[config.mk]
export PLATFORM = sky130hd
export DESIGN_NAME = hazard_scoreboard
export DESIGN_NICKNAME = d
export VERILOG_FILES = /design/src/rtl/hazard_scoreboard.sv
export SDC_FILE = /design/constraint.sdc
export NUM_CORES = 1
export LEC_CHECK = 0
export ABC_AREA = 1
export BUFFER_PORTS_ARGS = -buffer_cell sky130_fd_sc_hd__buf_2
export CORE_ASPECT_RATIO = 0.5
export CORE_UTILIZATION = 40
export CTS_CLUSTER_DIAMETER = 50
export DETAILED_ROUTE_END_ITERATION = 16
export PLACE_DENSITY_LB_ADDON = 0.2
export RECOVER_POWER = 25
export SYNTH_ARGS = -nofsm -noshare
export SYNTH_HDL_FRONTEND = slang
export SYNTH_SLANG_ARGS = --single-unit
[constraint.sdc]
create_clock -name clk -period 21.1 [get_ports clk]
set_input_delay 6.33 -clock clk [delete_from_list [all_inputs] [get_ports clk]]
set_output_delay 6.33 -clock clk [all_outputs]
set_load 0.05 [all_outputs]
[src/rtl/hazard_scoreboard.sv]
// hazard_scoreboard
//   Scoreboard for registers with outstanding variable-latency writes
//   (multiply/divide results, memory loads). Each architectural register
//   has a down-counter that holds the number of non-frozen edges left until
//   its result is written back. Decode is stalled on RAW, WAW and write-back
//   port collisions. Each completed write-back is reported for one cycle.
//
// Ports
//   clk          clock, rising edge
//   reset        asynchronous active-low reset
//   freeze       memory stall; holds every register in the block
//   flush        cancels this cycle's issue (stall is still computed)
//   issue_valid  Decode requests issue
//   issue_lat    result latency (0 = single-cycle, not tracked)
//   issue_dest   destination register
//   issue_rs     source register A
//   issue_rt     source register B
//   stall        combinational; Decode must hold
//   busy_rs      combinational; issue_rs has an outstanding write
//   busy_rt      combinational; issue_rt has an outstanding write
//   wb_valid     registered; a tracked result completed at the last edge
//   wb_reg       registered; register that completed
//   pending      registered; number of registers with a nonzero counter
module hazard_scoreboard #(
  parameter int REG_AW  = 5,
  parameter int MAX_LAT = 8,
  localparam int CW     = $clog2(MAX_LAT + 1)
) (
  input  logic              clk,
  input  logic              reset,
  input  logic              freeze,
  input  logic              flush,
  input  logic              issue_valid,
  input  logic [CW-1:0]     issue_lat,
  input  logic [REG_AW-1:0] issue_dest,
  input  logic [REG_AW-1:0] issue_rs,
  input  logic [REG_AW-1:0] issue_rt,
  output logic              stall,
  output logic              busy_rs,
  output logic              busy_rt,
  output logic              wb_valid,
  output logic [REG_AW-1:0] wb_reg,
  output logic [REG_AW:0]   pending
);

  localparam int NREG = 1 << REG_AW;

  logic [CW-1:0]   cnt      [NREG];
  logic [CW-1:0]   cnt_next [NREG];
  logic [NREG-1:0] nz;
  logic [NREG-1:0] done;
  logic [NREG-1:0] hit;

  logic [CW-1:0]   lat_sat;
  logic [CW:0]     lat_plus1;
  logic            tracked;
  logic            waw;
  logic            wbc;
  logic            load;
  logic            done_any;
  logic [REG_AW-1:0] done_reg;
  logic [REG_AW:0]   pending_next;

  // Out-of-range latencies are clamped rather than rejected.
  assign lat_sat   = (issue_lat > CW'(MAX_LAT)) ? CW'(MAX_LAT) : issue_lat;
  assign lat_plus1 = {1'b0, lat_sat} + (CW + 1)'(1);
  assign tracked   = (lat_sat != '0) && (issue_dest != '0);

  // Per-register status bits. A counter equal to lat+1 would reach zero on
  // the same edge as the new result, so it is a write-back port collision.
  for (genvar gi = 0; gi < NREG; gi++) begin : g_reg
    assign nz[gi]   = (cnt[gi] != '0);
    assign done[gi] = (gi != 0) && (cnt[gi] == CW'(1));
    assign hit[gi]  = ({1'b0, cnt[gi]} == lat_plus1);
  end

  assign busy_rs = (issue_rs != '0) && nz[issue_rs];
  assign busy_rt = (issue_rt != '0) && nz[issue_rt];
  assign waw     = tracked && nz[issue_dest];
  assign wbc     = tracked && (|hit);
  assign stall   = issue_valid && (busy_rs || busy_rt || waw || wbc);
  assign load    = issue_valid && !stall && !flush && !freeze && tracked;

  // Decrement everything, then let a new issue overwrite its destination.
  always_comb begin
    for (int r = 0; r < NREG; r++) begin
      cnt_next[r] = cnt[r];
      if (!freeze && nz[r]) begin
        cnt_next[r] = cnt[r] - CW'(1);
      end
    end
    if (load) begin
      cnt_next[issue_dest] = lat_sat;
    end
    cnt_next[0] = '0;
  end

  // Lowest completing register wins if more than one ever completes.
  always_comb begin
    done_any = |done;
    done_reg = '0;
    for (int r = NREG - 1; r >= 1; r--) begin
      if (done[r]) begin
        done_reg = REG_AW'(r);
      end
    end
  end

  always_comb begin
    pending_next = '0;
    for (int r = 1; r < NREG; r++) begin
      if (cnt_next[r] != '0) begin
        pending_next = pending_next + (REG_AW + 1)'(1);
      end
    end
  end

  always_ff @(posedge clk or negedge reset) begin
    if (!reset) begin
      for (int r = 0; r < NREG; r++) begin
        cnt[r] <= '0;
      end
      wb_valid <= 1'b0;
      wb_reg   <= '0;
      pending  <= '0;
    end else begin
      for (int r = 0; r < NREG; r++) begin
        cnt[r] <= cnt_next[r];
      end
      if (!freeze) begin
        wb_valid <= done_any;
        if (done_any) begin
          wb_reg <= done_reg;
        end
        pending <= pending_next;
      end
    end
  end

endmodule
==> metrics.txt <==
register clock-pin slew on the reported worst setup and hold paths=60 ps; routed vias/inst=5.10; mapped cell area=0.0167 mm2; Worst slew margin=-208%; Synth Area per Inst=6.04 um2; Worst EP required=21450 ps; clock root cell=clkbuf_16; FFs w/ async S/R, synth=100%; H-tree depth reported by CTS=4; Synth Instances=2761; most frequent cells in the layout=902 x nand2_1, 379 x inv_1, 319 x nand3_1, 221 x nor2_1, 196 x buf_4; hold crit path type=reg -> reg; Die Wd=291 um; Max Freq=48.3 MHz; Seq/Total Area, Yosys=20.4%; Most used DFF post-synth=dfrtp_1; Die Area=0.0426 mm2; number of flops mapped to enable cells by yosys=0; fin nets=3136; Layout area overhead=22.8%; Worst-Margin Slew=4620 ps; share of layout cells above drive strength 1=19.3%; Syn. warnings=0; Routed Antenna Nets=0; Setup CP Type=in -> reg; CP max FO=8; distinct cell type count after synthesis=49; max reg flops=124; Max stage delay on crit path=310 ps; PortBufs=38; fin. max-slew vios=81; failing checks=capacitance limit, slew limit; drt pass-1 iters=6; wire length per cell=16.0 um; aggregate global routing overflow=0; clk sinks=136; reg2reg start=cnt[21]; commonest non-fill, non-tap cell in the layout=nand2_1; # fillers=4157; die span in y=146 um; drt drc=0; CP max stage cell=ha_4; MaxCap Viol Count=1; DP HPWL=43900 um; Final Util=50.3%; Num CTS Buffers=17; hold_sp=pending[5]; vias in the first global route=16.5k; gpl congestion=0.986; WL final=56800 um; initial core utilization=40.9%; # diodes=0; Clock Skews=11.9 ps; core area=0.0407 mm2; CTS tree=done; status=finished with violations; Clk Latency, worst-skew pair=460 ps; initial DRC count=1425; area used by multi-input combinational logic=0.0123 mm2; Core Rows=52; final-report setup violation count=0; Syn Nets=2911; CP endpoint kind=register; final hold vios=0; CP startpoint=issue_lat[3]; post-synthesis register bit count=136; crit share post-route=98.1%; RSZ-0062 raised after global routing=yes; Seq. cell area=0.00340 mm2; cell repeated most along the worst path=nand2_4; Final min period=20700 ps; clk buf depth=2; pin count of the biggest net entering global routing=81; initial antenna violation count=1; global-route wire length before repair=88500 um; io pins=39; CP arrival=21050 ps; total number of vias=18.0k; gr usage total=26.5%; Startpoint Class=primary input; reg-to-reg slack, setup=6060 ps
timing repair:
item,4_1_cts,5_1_grt
pin swaps,10,74
gates cloned,1,1
setup buffers,9,11
endpoints found under the setup margin,5,5
hold buffers,0,0
gates resized for setup,19,120
kinds of logic after synthesis:
kind of cell             Yosys count  share of synthesized area, %
flip-flops                       136                          20.4
AO/OA/AOI/OAI                    215                          7.47
buffers and inverters            454                          11.0
adder cells (fa/ha/maj)          126                          9.46
AND/OR/NAND/NOR                 1749                          47.4
XOR/XNOR                          81                          4.25
final timing paths:
path	endpoint	depth (start not counted)
max in group asynchronous	cnt[26]	2
hold reg to reg	pending[5]	2
min in group asynchronous	cnt[106]	1
setup / recovery	pending[5]	119
hold / removal	pending[5]	2
setup reg to reg	pending[5]	116
cell type report:
type,instances,share of cell area [%]
clock buffer,20,2.18
sequential,136,16.6
timing repair buffer,253,9.79
clock inverter,12,0.739
tap,540,3.30
multi-input combinational,2171,59.8
inverter,407,7.54
per-stage QoR:
step / instance area [um2] / hold slack [ps] / worst slack (ps) / TNS [ps] / std cells
floorplan: 17000 / 518 / -321 / -941 / 2761
global placement: 19100 / 463 / -804 / -3460 / 3486
detailed placement: 19100 / 469 / -1020 / -4530 / 3486
CTS: 19800 / 486 / -267 / -711 / 3528
global route: 20500 / 502 / -336 / -1120 / 3539
finish: 20500 / 475 / 402 / 0 / 3539
worst max-delay path, delay by kind of cell:
| family | cells | cell delay, ps |
|---|---|---|
| AOI/OAI and AO/OA | 4 | 680 |
| and+or+nand+nor | 73 | 5670 |
| buffers and inverters | 13 | 1340 |
| xor gates and xnor gates | 1 | 160 |
| adders and majority gates | 28 | 6840 |
routing by layer:
metal	track usage [%]	wire length, um
met5	0	27
met4	6.67	1210
met3	5.95	4800
met2	40.7	24100
met1	37.3	26600
synth_stat cells (16+ instances only):
cell	number	area, um2
o211ai_1	44	330
nand3_1	325	1630
inv_1	387	1450
dfrtp_1	136	3400
inv_2	16	60.1
nor3_1	22	110
ha_1	126	1580
nor4_1	17	106
nor2_1	230	863
a21oi_1	22	110
xor2_1	71	622
clkbuf_1	18	67.6
nand3_2	48	480
nand2_2	79	494
nand2_1	951	3570
o21ai_0	117	586
nand3b_1	28	210
Power is not shown: default switching activity piles up to over one toggle a cycle in this logic, so the estimate is an artifact.
